==> src/rtl/renewable_conv_avg_logger.sv <==
// Multi-channel gain, block-average and saturate; results queued {chan,data,sat} on a FWFT valid/ready stream.
// Result visible one edge after the completing accept; in_ready reserves room for the in-flight sample.

module renewable_conv_avg_logger_fifo #(
    parameter int W     = 8,
    parameter int DEPTH = 4,
    localparam int PTR_W = (DEPTH > 1) ? $clog2(DEPTH) : 1,
    localparam int CNT_W = $clog2(DEPTH + 1)
) (
    input  logic             clk,
    input  logic             rst_n,
    input  logic             i_push,
    input  logic [W-1:0]     i_dat,
    input  logic             i_pop,
    output logic             o_vld,
    output logic [W-1:0]     o_dat,
    output logic [CNT_W-1:0] o_count
);
    logic [W-1:0]     r_mem [DEPTH];
    logic [PTR_W-1:0] r_wr, r_rd;
    logic [CNT_W-1:0] r_count;
    logic             w_pop;

    assign w_pop   = i_pop && (r_count != '0);
    assign o_vld   = (r_count != '0);
    assign o_dat   = r_mem[r_rd];
    assign o_count = r_count;

    always_ff @(posedge clk) begin
        if (!rst_n) begin
            for (int i = 0; i < DEPTH; i++) r_mem[i] <= '0;
            r_wr    <= '0;
            r_rd    <= '0;
            r_count <= '0;
        end else begin
            if (i_push) begin
                r_mem[r_wr] <= i_dat;
                r_wr <= (r_wr == PTR_W'(DEPTH - 1)) ? '0 : r_wr + 1'b1;
            end
            if (w_pop) r_rd <= (r_rd == PTR_W'(DEPTH - 1)) ? '0 : r_rd + 1'b1;
            if (i_push && !w_pop)      r_count <= r_count + 1'b1;
            else if (!i_push && w_pop) r_count <= r_count - 1'b1;
        end
    end
endmodule

module renewable_conv_avg_logger #(
    parameter int IN_W       = 8,
    parameter int OUT_W      = 8,
    parameter int CHANNELS   = 4,
    parameter int GAIN_W     = 4,
    parameter int GAIN_RESET = 2,
    parameter int AVG_LOG2   = 2,
    parameter int FIFO_DEPTH = 4,
    localparam int CH_W = (CHANNELS > 1) ? $clog2(CHANNELS) : 1
) (
    input  logic              clk,
    input  logic              rst_n,
    input  logic              in_valid,
    output logic              in_ready,
    input  logic [CH_W-1:0]   in_chan,
    input  logic [IN_W-1:0]   in_data,
    input  logic              gain_we,
    input  logic [CH_W-1:0]   gain_chan,
    input  logic [GAIN_W-1:0] gain_val,
    output logic              out_valid,
    input  logic              out_ready,
    output logic [CH_W-1:0]   out_chan,
    output logic [OUT_W-1:0]  out_data,
    output logic              out_sat,
    output logic [7:0]        sat_cnt
);
    localparam int PROD_W = IN_W + GAIN_W;
    localparam int SUM_W  = PROD_W + AVG_LOG2;
    localparam int CNT_W  = (AVG_LOG2 > 0) ? AVG_LOG2 : 1;
    localparam int FCNT_W = $clog2(FIFO_DEPTH + 1);

    typedef struct packed {
        logic [CH_W-1:0]  chan;
        logic [OUT_W-1:0] data;
        logic             sat;
    } res_t;

    logic [GAIN_W-1:0] r_gain [CHANNELS];
    logic [SUM_W-1:0]  r_acc  [CHANNELS];
    logic [CNT_W-1:0]  r_cnt  [CHANNELS];
    logic              r_s1_vld;
    logic [CH_W-1:0]   r_s1_chan;
    logic [PROD_W-1:0] r_s1_prod;
    logic [7:0]        r_sat_cnt;

    logic              w_in_ok, w_gain_ok, w_accept, w_done, w_sat, w_push;
    logic [GAIN_W-1:0] w_gain_rd;
    logic [PROD_W-1:0] w_prod, w_avg;
    logic [SUM_W-1:0]  w_sum;
    logic [OUT_W-1:0]  w_data;
    logic [FCNT_W-1:0] w_fifo_cnt;
    res_t              w_push_dat, w_head;

    // Channel indices beyond CHANNELS only exist when CHANNELS is not a power of two
    if ((1 << CH_W) == CHANNELS) begin : g_full_ch
        assign w_in_ok   = 1'b1;
        assign w_gain_ok = 1'b1;
    end else begin : g_part_ch
        localparam logic [CH_W:0] CH_LIM = (CH_W + 1)'(CHANNELS);
        assign w_in_ok   = ({1'b0, in_chan} < CH_LIM);
        assign w_gain_ok = ({1'b0, gain_chan} < CH_LIM);
    end

    assign w_accept  = in_valid && in_ready;
    assign w_gain_rd = w_in_ok ? r_gain[in_chan] : '0;
    assign w_prod    = PROD_W'(in_data) * PROD_W'(w_gain_rd);

    assign w_sum  = r_acc[r_s1_chan] + SUM_W'(r_s1_prod);
    assign w_done = (r_cnt[r_s1_chan] == CNT_W'((1 << AVG_LOG2) - 1));
    assign w_avg  = w_sum[SUM_W-1:AVG_LOG2];
    assign w_push = r_s1_vld && w_done;

    if (OUT_W < PROD_W) begin : g_clip
        assign w_sat = |w_avg[PROD_W-1:OUT_W];
    end else begin : g_noclip
        assign w_sat = 1'b0;
    end
    assign w_data = w_sat ? '1 : OUT_W'(w_avg);

    assign w_push_dat = '{chan: r_s1_chan, data: w_data, sat: w_sat};

    always_ff @(posedge clk) begin
        if (!rst_n) begin
            for (int i = 0; i < CHANNELS; i++) begin
                r_gain[i] <= GAIN_W'(GAIN_RESET);
                r_acc[i]  <= '0;
                r_cnt[i]  <= '0;
            end
            r_s1_vld  <= 1'b0;
            r_s1_chan <= '0;
            r_s1_prod <= '0;
            r_sat_cnt <= '0;
        end else begin
            if (gain_we && w_gain_ok) r_gain[gain_chan] <= gain_val;
            r_s1_vld <= w_accept && w_in_ok;
            if (w_accept) begin
                r_s1_chan <= in_chan;
                r_s1_prod <= w_prod;
            end
            if (r_s1_vld) begin
                if (w_done) begin
                    r_acc[r_s1_chan] <= '0;
                    r_cnt[r_s1_chan] <= '0;
                end else begin
                    r_acc[r_s1_chan] <= w_sum;
                    r_cnt[r_s1_chan] <= r_cnt[r_s1_chan] + 1'b1;
                end
            end
            if (w_push && w_sat && (r_sat_cnt != 8'hFF)) r_sat_cnt <= r_sat_cnt + 8'd1;
        end
    end

    renewable_conv_avg_logger_fifo #(
        .W     ($bits(res_t)),
        .DEPTH (FIFO_DEPTH)
    ) u_fifo (
        .clk     (clk),
        .rst_n   (rst_n),
        .i_push  (w_push),
        .i_dat   (w_push_dat),
        .i_pop   (out_ready),
        .o_vld   (out_valid),
        .o_dat   (w_head),
        .o_count (w_fifo_cnt)
    );

    // Counting the S1 sample keeps room for a push that is already committed
    assign in_ready = rst_n && ((32'(w_fifo_cnt) + 32'(r_s1_vld)) < 32'(FIFO_DEPTH));
    assign out_chan = w_head.chan;
    assign out_data = w_head.data;
    assign out_sat  = w_head.sat;
    assign sat_cnt  = r_sat_cnt;
endmodule

==> config.mk <==
export PLATFORM = sky130hd
export DESIGN_NAME = renewable_conv_avg_logger
export DESIGN_NICKNAME = d
export VERILOG_FILES = /design/src/rtl/renewable_conv_avg_logger.sv
export SDC_FILE = /design/constraint.sdc
export NUM_CORES = 1
export LEC_CHECK = 0
export CAP_MARGIN = 20
export CORE_MARGIN = 5
export CORE_UTILIZATION = 55
export CTS_BUF_LIST = sky130_fd_sc_hd__clkbuf_16
export DETAILED_ROUTE_END_ITERATION = 12
export PLACE_DENSITY_LB_ADDON = 0.15
export RECOVER_POWER = 50
export SLEW_MARGIN = 10
export SYNTH_ARGS = -nofsm -noshare
export SYNTH_HDL_FRONTEND = slang
export SYNTH_SLANG_ARGS = --single-unit
==> constraint.sdc <==
create_clock -name clk -period 5.15 [get_ports clk]
set_input_delay 1.03 -clock clk [delete_from_list [all_inputs] [get_ports clk]]
set_output_delay 1.03 -clock clk [all_outputs]
set_load 0.01 [all_outputs]
==> results.cfg, run 1 <==
[pwr]
clock_power_share = 0.355
pwr-share-seq = 0.418
combPwrFrac = 0.227
power.switching_fraction = 0.277
power.switching_w = 0.00102
p_int_w = 0.00268
p_leak_nw = 3.80
post-layout-total-power_w = 0.00370
pwr_density_cell_mw_per_mm2 = 392
ir_worst_vdd_uv = 238

[logic_synthesis]
synth-xor-area-share = 0.0182
yosys_register_bits = 158
syn-mean-instance-area_sq_um = 11.7
synth_ff_type = sky130_fd_sc_hd__edfxtp_1
yosysWarnings = 0
syn-instance-count = 701
synth_async_sr_flop_share = 0
syn-cell-area_sq_mm = 0.00817
synth.area.mux_share = 0.0928
synth_enable_flop_cells = 124
post_synth_fa_ha_maj_area_fraction = 0.0849
synth_area_in_compound_gates = 0.0548
synthesis.nets = 769
yosys.area_share.simple = 0.172
synth.yosys.seq_area_share = 0.539
largest_family_of_logic_cells_by_synthesized_area = simple AND/OR/NAND/NOR gates
ys_types = 51

[floorplanning]
core-area_sq_mm = 0.0145
io_pins = 42
vert_die_dim_microns = 132
initial_core_utilization = 0.562
die-area_sq_mm = 0.0174
row_count = 44
die_w_microns = 132

[hold_path]
type_of_the_worst_min_delay_path = flop to flop

[placed_design]
io_buffer_count = 41
detailedPlacementHpwl_mm = 12.0
gpl_congestion = 0.854

[final_layout]
utilization = 0.650
num-nets-final = 825
final_layout_size_suffix_gt1_frac = 0.114
area_growth_pct = 15.7
antenna_cells = 0

[worst_setup_path]
critical_path.top_delay_family = compound AO/OA/AOI/OAI gates
critPathKind = primary input to flop
cp.buffers_inverters = 3
start_kind = primary input
cpMaxStageDelayCell = sky130_fd_sc_hd__dlygate4sd3_1
critical_path_required_ns = 5.48
worstPathCellList = dlygate4sd3_1, mux4_2, buf_4, nand2_1, fa_1, inv_1, fa_1, ha_1, a21o_1, a21oi_1, o21bai_1, a2111o_1, a311oi_1, xnor2_1, nand2_1, a21oi_1
path_max_fanout = 6
worstSetupEndpointType = flop
critPathArrivalTime_ns = 5.12
max_stage_delay_ns = 0.61

[cts]
clock_insertion_delay_worst_skew_ns = 0.42
cts_buffer_depth = 2
cts_bufs_inserted = 17
hold_buffer_count_at_cts = 0
clock_sinks = 158
cts_tree = yes
post-cts-setup-buffer-count = 0
clockRootBuffer = sky130_fd_sc_hd__clkbuf_16
cts.clk_slew.worst_paths_ns = 0.06
clock_tree.htree_level_count = 4

[grt]
grt-ovfl-total = 0
grt_pass1_vias = 5664
grt_util_all_layers = 0.204
grt_pass1_wl_mm = 28.4
grt_max_degree = 28
antenna_found_initial = 0

[routing]
detail_route.iter0.violations = 407
avgRoutedWirePerCell_microns = 17.9
postRouteAntennaNets = 0
detail_route.vias_per_cell = 5.68
detailroute.via_count = 5418
route.detailed.drc = 0
routed_wirelength_mm = 17.0
first_pass_iters = 5

[timing]
hold_viol_final = 0
final.setup_skew_ns = 0.00851
max_clock_freq_mhz = 209
worst-slew-pin-transition_ns = 1.21
finalMaxSlewViolations = 0
post-route-period-util = 0.930
timing.final.crit_period_ns = 4.79
rsz_0062_raised_after_global_routing = false
final_count_of_negative_setup_slack_endpoints = 0
max_slew_margin = 0.195

[outcome]
outcome = finished clean

[flow_run]
max_cap_viol_count = 0
[synth_stat cells (all sizes together) (9+ instances only)]
master	instances	area, sq um
a21oi	35	175
nor3	11	55.1
nand2	72	270
and2	42	272
nand2b	20	125
clkbuf	19	71.3
edfxtp	124	3720
or3	10	62.6
o21ai	11	55.1
nand3	11	55.1
fa	14	280
nor2	104	393
dfxtp	34	681
xnor2	9	78.8
ha	33	413
mux4	31	698
inv	49	184
[cell type report]
class / instances / area, sq um
Clock buffer: 17 / 425
Sequential cell: 158 / 4400
Fill cell: 1104 / 5080
Timing Repair Buffer: 63 / 556
Multi-Input combinational cell: 467 / 3460
Inverter: 50 / 188
Tap cell: 184 / 230
Clock inverter: 15 / 194
[per-layer routing]
layer / track usage / routed length [microns]
met5: 0 / 0
met4: 0.0651 / 373
met3: 0.0363 / 747
met2: 0.355 / 8740
met1: 0.260 / 7180
[placed cells by master, fill, tap and decap left out, types with 4 or more instances in the layout]
cell,instances
sky130_fd_sc_hd__a21o_1,7
sky130_fd_sc_hd__a21oi_1,35
sky130_fd_sc_hd__and2_0,9
sky130_fd_sc_hd__and2_1,26
sky130_fd_sc_hd__and2_2,7
sky130_fd_sc_hd__and3_1,5
sky130_fd_sc_hd__buf_4,16
sky130_fd_sc_hd__bufinv_16,4
sky130_fd_sc_hd__clkbuf_1,6
sky130_fd_sc_hd__clkbuf_16,17
sky130_fd_sc_hd__clkdlybuf4s50_1,29
sky130_fd_sc_hd__dfxtp_1,34
sky130_fd_sc_hd__dlygate4sd3_1,11
sky130_fd_sc_hd__edfxtp_1,124
sky130_fd_sc_hd__fa_1,14
sky130_fd_sc_hd__ha_1,33
sky130_fd_sc_hd__inv_1,51
sky130_fd_sc_hd__mux2i_1,6
sky130_fd_sc_hd__mux4_2,31
sky130_fd_sc_hd__nand2_1,72
sky130_fd_sc_hd__nand2b_1,20
sky130_fd_sc_hd__nand3_1,11
sky130_fd_sc_hd__nor2_1,103
sky130_fd_sc_hd__nor3_1,11
sky130_fd_sc_hd__o21ai_0,10
sky130_fd_sc_hd__or3_1,10
sky130_fd_sc_hd__xnor2_1,9
sky130_fd_sc_hd__xor2_1,8
[path summary, 6_finish.rpt]
kind / end / startpoint / slack, ns / cells after the start
setup / recovery: r_s1_prod[11]$_SDFFE_PN0P_ / in_chan[1] / 0.36 / 16
hold / removal: r_s1_prod[0]$_SDFFE_PN0P_ / r_s1_prod[0]$_SDFFE_PN0P_ / 0.48 / 2
setup reg to reg: sat_cnt[6]$_SDFFE_PN0P_ / flop / 1.00 / 12
hold reg to reg: r_s1_prod[0]$_SDFFE_PN0P_ / r_s1_prod[0]$_SDFFE_PN0P_ / 0.48 / 2
[power groups by stage]
stage	combinational (W)	clock, W	sequential [W]
after floorplan	0.000612	0	0.00152
after global placement	0.000819	0	0.00157
after detailed placement	0.000841	0	0.00158
after CTS	0.000849	0.00132	0.00155
after global routing	0.000946	0.00139	0.00156
final	0.000839	0.00132	0.00155
[worst min-delay path: stages, from the launching register on]
cell and delay (ns):
sky130_fd_sc_hd__dfxtp_1 0.31, sky130_fd_sc_hd__nand2_1 0.06, sky130_fd_sc_hd__a21oi_1 0.06
[registers in the layout (all words and copies together) (netlist names), named ones only]
| signal | cells |
|---|---|
| u_fifo.r_mem | 44 |
| r_cnt | 8 |
| u_fifo.o_count | 3 |
| r_s1_chan | 2 |
| u_fifo.r_rd | 2 |
| r_s1_vld | 1 |
| u_fifo.r_wr | 2 |
| r_acc | 56 |
| r_gain | 16 |
| sat_cnt | 8 |
| r_s1_prod | 12 |
[through the flow]
| stage | cell area, sq um | TNS, ns | hold slack, ns | worst slack [ns] | instances |
|---|---|---|---|---|---|
| 5_1_grt | 9450 | 0 | 0.508 | 0.107 | 954 |
| 3_5_place_dp | 8860 | -0.328 | 0.461 | -0.190 | 922 |
| 4_1_cts | 9480 | 0 | 0.485 | 0.202 | 954 |
| 2_1_floorplan | 8170 | 0 | 0.436 | 0.291 | 701 |
| 6_report | 9450 | 0 | 0.482 | 0.358 | 954 |
| 3_3_place_gp | 8850 | -0.201 | 0.459 | -0.153 | 921 |
[what timing repair did]
action	CTS	global route
hold endpoints to repair	0	0
endpoints found under the setup margin	0	1
gates resized for setup	0	1
[logic make-up after synthesis]
kind of cell / count (synthesis)
AOI/OAI and AO/OA: 73
adders and majority gates: 47
DFF: 158
buffers and inverters: 76
muxes: 37
xor gates and xnor gates: 17
and+or+nand+nor: 293
Power figures use the tool's default switching activity.
==> run 2: changes to the inputs <==
--- a/config.mk
+++ b/config.mk
@@ -7,7 +7,7 @@
 export LEC_CHECK = 0
 export CAP_MARGIN = 20
 export CORE_MARGIN = 5
-export CORE_UTILIZATION = 55
+export CORE_UTILIZATION = 48
 export CTS_BUF_LIST = sky130_fd_sc_hd__clkbuf_16
 export DETAILED_ROUTE_END_ITERATION = 12
 export PLACE_DENSITY_LB_ADDON = 0.15
==> run 2 against run 1 <==
Net effect: clock skew grew 0.00077 ns; routed wire length grew 0.74%; first-iteration DRC count shrank 34%; largest power group unchanged; highest routed layer unchanged; critical endpoint unchanged.
==> results.cfg, run 2 (synthesis gave the netlist of run 1 again) <==
[timing]
tns_ns = 0
worst-slew-pin-transition_ns = 1.16
post-route-period-util = 0.912
rsz_0062_raised_after_global_routing = false
final.setup_skew_ns = 0.00928
final_ws_setup_ns = 0.452
max_slew_margin = 0.226
finalMaxSlewViolations = 0
timing.final.crit_period_ns = 4.70
max_clock_freq_mhz = 213
whs_ns = 0.486
hold_viol_final = 0
final_count_of_negative_setup_slack_endpoints = 0

[grt]
grt-ovfl-total = 0
grt_max_degree = 27
antenna_found_initial = 0
grt_pass1_vias = 5635
grt_pass1_wl_mm = 28.0
grt_util_all_layers = 0.181

[final_layout]
layout.cells.most_common = sky130_fd_sc_hd__edfxtp_1
utilization = 0.571
mostFrequentLayoutCells = 124 x sky130_fd_sc_hd__edfxtp_1, 103 x sky130_fd_sc_hd__nor2_1, 72 x sky130_fd_sc_hd__nand2_1
final_layout_size_suffix_gt1_frac = 0.108
area_growth_pct = 16.3
num-nets-final = 825
largest_registers = r_acc: 56 flops, u_fifo.r_mem: 44 flops, r_gain: 16 flops
largest-register = r_acc
antenna_cells = 0
largest_register_ffs = 56
layout.cell_area.non_filler_sq_mm = 0.00950

[worst_setup_path]
cpMaxStageDelayCell = sky130_fd_sc_hd__clkdlybuf4s50_1
max_stage_delay_ns = 0.55
critical_path_required_ns = 5.49
worstPathCellList = clkdlybuf4s50_1, mux4_2, and2_1, fa_1, inv_1, fa_1, inv_1, ha_1, a21oi_1, o21bai_1, a2111o_1, a311oi_1, xnor2_1, nand2_1, a21oi_1
critPathKind = primary input to flop
critical_path.top_delay_family = adder cells
worstSetupEndpointType = flop
start_kind = primary input
path_max_fanout = 4
critPathArrivalTime_ns = 5.03
cp.buffers_inverters = 3

[placed_design]
detailedPlacementHpwl_mm = 12.0
preCtsSetupSlack_ns = -0.253
io_buffer_count = 41
gpl_congestion = 0.786
dpl_cell_area_sq_mm = 0.00889

[cts]
clock_insertion_delay_worst_skew_ns = 0.42
cts_bufs_inserted = 17
clock_sinks = 158
post-cts-setup-buffer-count = 0
clockRootBuffer = sky130_fd_sc_hd__clkbuf_16
cts_tree = yes
cts.clk_slew.worst_paths_ns = 0.06
hold_buffer_count_at_cts = 0
cts_buffer_depth = 2
clock_tree.htree_level_count = 4

[floorplanning]
row_count = 47
die-area_sq_mm = 0.0197
vert_die_dim_microns = 140
core-area_sq_mm = 0.0166
die_w_microns = 140
io_pins = 42
initial_core_utilization = 0.491

[routing]
detail_route.iter0.violations = 267
detail_route.vias_per_cell = 5.42
avgRoutedWirePerCell_microns = 17.3
route.detailed.drc = 0
postRouteAntennaNets = 0
first_pass_iters = 5
routed_wirelength_mm = 17.2
detailroute.via_count = 5366

[outcome]
outcome = finished clean

[pwr]
ir_worst_vdd_uv = 248
pwr_density_cell_mw_per_mm2 = 390
p_leak_nw = 3.81

[hold_path]
type_of_the_worst_min_delay_path = flop to flop

[flow_run]
max_cap_viol_count = 0
-- run 2: layer usage --
| layer | wire length [microns] | up-vias | track usage |
|---|---|---|---|
| li1 | - | 2595 | - |
| met1 | 7040 | 2631 | 0.218 |
| met2 | 9010 | 115 | 0.323 |
| met3 | 776 | 25 | 0.0341 |
| met4 | 348 | 0 | 0.0673 |
| met5 | 0 | - | 0 |
-- run 2: worst min-delay path: cells and delay by family, from the launching register on --
| family | cells | cell delay (ns) |
|---|---|---|
| muxes | 1 | 0.05 |
| DFF | 1 | 0.33 |
| and+or+nand+nor | 1 | 0.06 |
-- run 2: worst paths after layout --
kind / from / end / slack [ns] / cells after the start
worst max-delay path: in_chan[1] / r_s1_prod[11]$_SDFFE_PN0P_ / 0.45 / 15
worst max register to register: flop / u_fifo.r_mem[2][5]$_SDFFCE_PN0P_ / 0.83 / 9
worst min register to register: sat_cnt[3]$_SDFFE_PN0P_ / sat_cnt[3]$_SDFFE_PN0P_ / 0.49 / 2
worst min-delay path: sat_cnt[3]$_SDFFE_PN0P_ / sat_cnt[3]$_SDFFE_PN0P_ / 0.49 / 2
-- run 2: report_power, final --
part           internal, W  total, W  switching [W]
registers          0.00147   0.00154      0.0000754
logic             0.000396  0.000838       0.000441
clock network     0.000850   0.00133       0.000477
-- run 2: layout make-up --
class	count	area, sq um
tap	220	275
inverter	50	188
timing repair buffer	63	552
multi-input combinational	467	3460
clock buffer	17	425
clock inverter	15	203
sequential	158	4400
fill	1390	7140
-- run 2: what timing repair did --
item                                   4_1_cts  5_1_grt
setup endpoints to repair                    0        1
endpoints found under the hold margin        0        0
resized for setup                            0        1
-- run 2: through the flow --
step / power (W) / instances
floorplan: 0.00214 / 701
global route: 0.00390 / 990
detailed placement: 0.00242 / 957
CTS: 0.00375 / 989
finish: 0.00371 / 990
global placement: 0.00240 / 957
==> run 3: changes to the inputs <==
--- a/config.mk
+++ b/config.mk
@@ -6,8 +6,10 @@
 export NUM_CORES = 1
 export LEC_CHECK = 0
 export CAP_MARGIN = 20
+export CELL_PAD_IN_SITES_DETAIL_PLACEMENT = 1
+export CELL_PAD_IN_SITES_GLOBAL_PLACEMENT = 1
 export CORE_MARGIN = 5
-export CORE_UTILIZATION = 48
+export CORE_UTILIZATION = 44
 export CTS_BUF_LIST = sky130_fd_sc_hd__clkbuf_16
 export DETAILED_ROUTE_END_ITERATION = 12
 export PLACE_DENSITY_LB_ADDON = 0.15
==> run 3 against run 2 <==
Net effect: clock-buffer cell count unchanged; clock power fell by 6%; utilization down 4.9 points; final cell count up 0.81%; sequential cell count unchanged; largest cell class unchanged; largest power group unchanged; first-iteration DRC count shrank 20%.
==> results.cfg, run 3 (synthesis gave the netlist of run 1 again) <==
[final_layout]
largest-register = r_acc
layout.cell_area.non_filler_sq_mm = 0.00947
largest_registers = r_acc: 56 flops, u_fifo.r_mem: 44 flops, r_gain: 16 flops
antenna_cells = 0
utilization = 0.522
mostFrequentLayoutCells = 124 x sky130_fd_sc_hd__edfxtp_1, 103 x sky130_fd_sc_hd__nor2_1, 72 x sky130_fd_sc_hd__nand2_1
largest_register_ffs = 56
area_growth_pct = 16.0
final_layout_size_suffix_gt1_frac = 0.120
layout.cells.most_common = sky130_fd_sc_hd__edfxtp_1
num-nets-final = 824

[worst_setup_path]
worstRegToRegCells = 14
path_max_fanout = 4
r2r_end = r_s1_prod[11]$_SDFFE_PN0P_
cpMaxStageDelayCell = sky130_fd_sc_hd__clkdlybuf4s50_1
worstSetupEndpointType = flop
start_kind = primary input
critical_path.top_delay_family = adder cells
critical_path_required_ns = 5.50
r2r-start = r_gain[2][3]$_SDFFCE_PN0P_
worst_setup_path_startpoint = in_chan[1]
cp.buffers_inverters = 3
max_stage_delay_ns = 0.54
r2r_slack_ns = 1.02
critPathArrivalTime_ns = 5.07
critPathKind = primary input to flop
worstPathCellList = clkdlybuf4s50_1, mux4_2, and2_1, fa_1, inv_1, fa_1, inv_1, ha_1, a21oi_1, o21bai_1, a2111o_1, a311oi_2, xnor2_1, nand2_1, a21oi_1

[floorplanning]
io_pins = 42
vert_die_dim_microns = 146
core-area_sq_mm = 0.0181
initial_core_utilization = 0.450
row_count = 49
die-area_sq_mm = 0.0214
die_w_microns = 146

[cts]
cts.clk_slew.worst_paths_ns = 0.06
clock_sinks = 158
clock_insertion_delay_worst_skew_ns = 0.44
cts_tree = yes
clockRootBuffer = sky130_fd_sc_hd__clkbuf_16
cts_bufs_inserted = 17
clock_tree.htree_level_count = 4
cts_buffer_depth = 2
hold_buffer_count_at_cts = 0

[flow_run]
max_cap_viol_count = 0

[placed_design]
dpl_cell_area_sq_mm = 0.00890
preCtsSetupSlack_ns = -0.354
gpl_congestion = 0.818
detailedPlacementHpwl_mm = 13.9
io_buffer_count = 41

[timing]
final.setup_skew_ns = 0.0108
max_slew_margin = 0.147
timing.final.crit_period_ns = 4.72
final_ws_setup_ns = 0.429
final_count_of_negative_setup_slack_endpoints = 0
worst-slew-pin-transition_ns = 1.28
tns_ns = 0
hold_viol_final = 0
post-route-period-util = 0.917
finalMaxSlewViolations = 0
max_clock_freq_mhz = 212
rsz_0062_raised_after_global_routing = false

[grt]
grt_pass1_vias = 6040
grt_max_degree = 28
grt_pass1_wl_mm = 31.6
antenna_found_initial = 0
grt_util_all_layers = 0.188
grt-ovfl-total = 0

[pwr]
pwr_density_cell_mw_per_mm2 = 387
p_leak_nw = 3.79
ir_worst_vdd_uv = 239
post-layout-total-power_w = 0.00367

[hold_path]
holdPathStages = 2
type_of_the_worst_min_delay_path = flop to flop
worstHoldStart = r_s1_prod[2]$_SDFFE_PN0P_
whs_endpoint = r_s1_prod[2]$_SDFFE_PN0P_

[routing]
route.detailed.drc = 0
avgRoutedWirePerCell_microns = 19.4
detail_route.vias_per_cell = 5.48
postRouteAntennaNets = 0
routed_wirelength_mm = 19.4
first_pass_iters = 4
detailroute.via_count = 5472
detail_route.iter0.violations = 214

[outcome]
outcome = finished clean
## run 3: changes by cell type in the layout (fill, tap and decap cells not counted), sizes merged
cell	delta
buf	+2
bufinv	-4
clkbuf	-3
clkinv	-1
inv	+5
## run 3: repair_timing
action                                 CTS  global route
setup endpoints to repair                0             1
gates resized for setup                  0             2
endpoints found under the hold margin    0             0
buffers inserted                         0             0
## run 3: final cells by class
class,count,area [sq um]
Fill cell,1896,8670
Sequential cell,158,4400
Multi-Input combinational cell,467,3460
Timing Repair Buffer,62,556
Clock buffer,17,425
Tap cell,229,287
Inverter,50,188
Clock inverter,15,153
## run 3: routing by layer
metal,GRT usage,routed length [microns],vias up,share of wire
li1,-,-,2583,-
met1,0.224,8180,2777,0.42
met2,0.339,10100,81,0.52
met3,0.0434,740,31,0.038
met4,0.0607,383,0,0.020
met5,0,0,-,0
## run 3: tightest hold or removal path: stages, from the launching register on
cell and delay [ns]:
sky130_fd_sc_hd__dfxtp_1 0.32, sky130_fd_sc_hd__nand2_1 0.06, sky130_fd_sc_hd__a21oi_1 0.06
## run 3: power by group
| group | switching [W] | internal [W] |
|---|---|---|
| Clock | 0.000567 | 0.000683 |
| Combinational | 0.000476 | 0.000400 |
| Sequential | 0.0000765 | 0.00147 |
| Total | 0.00112 | 0.00255 |
## run 3: worst max-delay path by stage
stage | end | slack (ns) | cells past startpoint
floorplan | r_s1_prod[11]$_SDFFE_PN0P_ | 0.29 | 15
global placement | r_s1_prod[11]$_SDFFE_PN0P_ | -0.15 | 15
detailed placement | r_s1_prod[11]$_SDFFE_PN0P_ | -0.35 | 15
CTS | r_s1_prod[11]$_SDFFE_PN0P_ | 0.09 | 15
global route | r_s1_prod[11]$_SDFFE_PN0P_ | 0.21 | 15
finish | r_s1_prod[11]$_SDFFE_PN0P_ | 0.43 | 15
## run 3: through the flow
step | hold slack [ns] | instances
2_1_floorplan | 0.436 | 701
3_3_place_gp | 0.468 | 966
3_5_place_dp | 0.473 | 966
4_1_cts | 0.483 | 998
5_1_grt | 0.503 | 998
6_report | 0.481 | 998
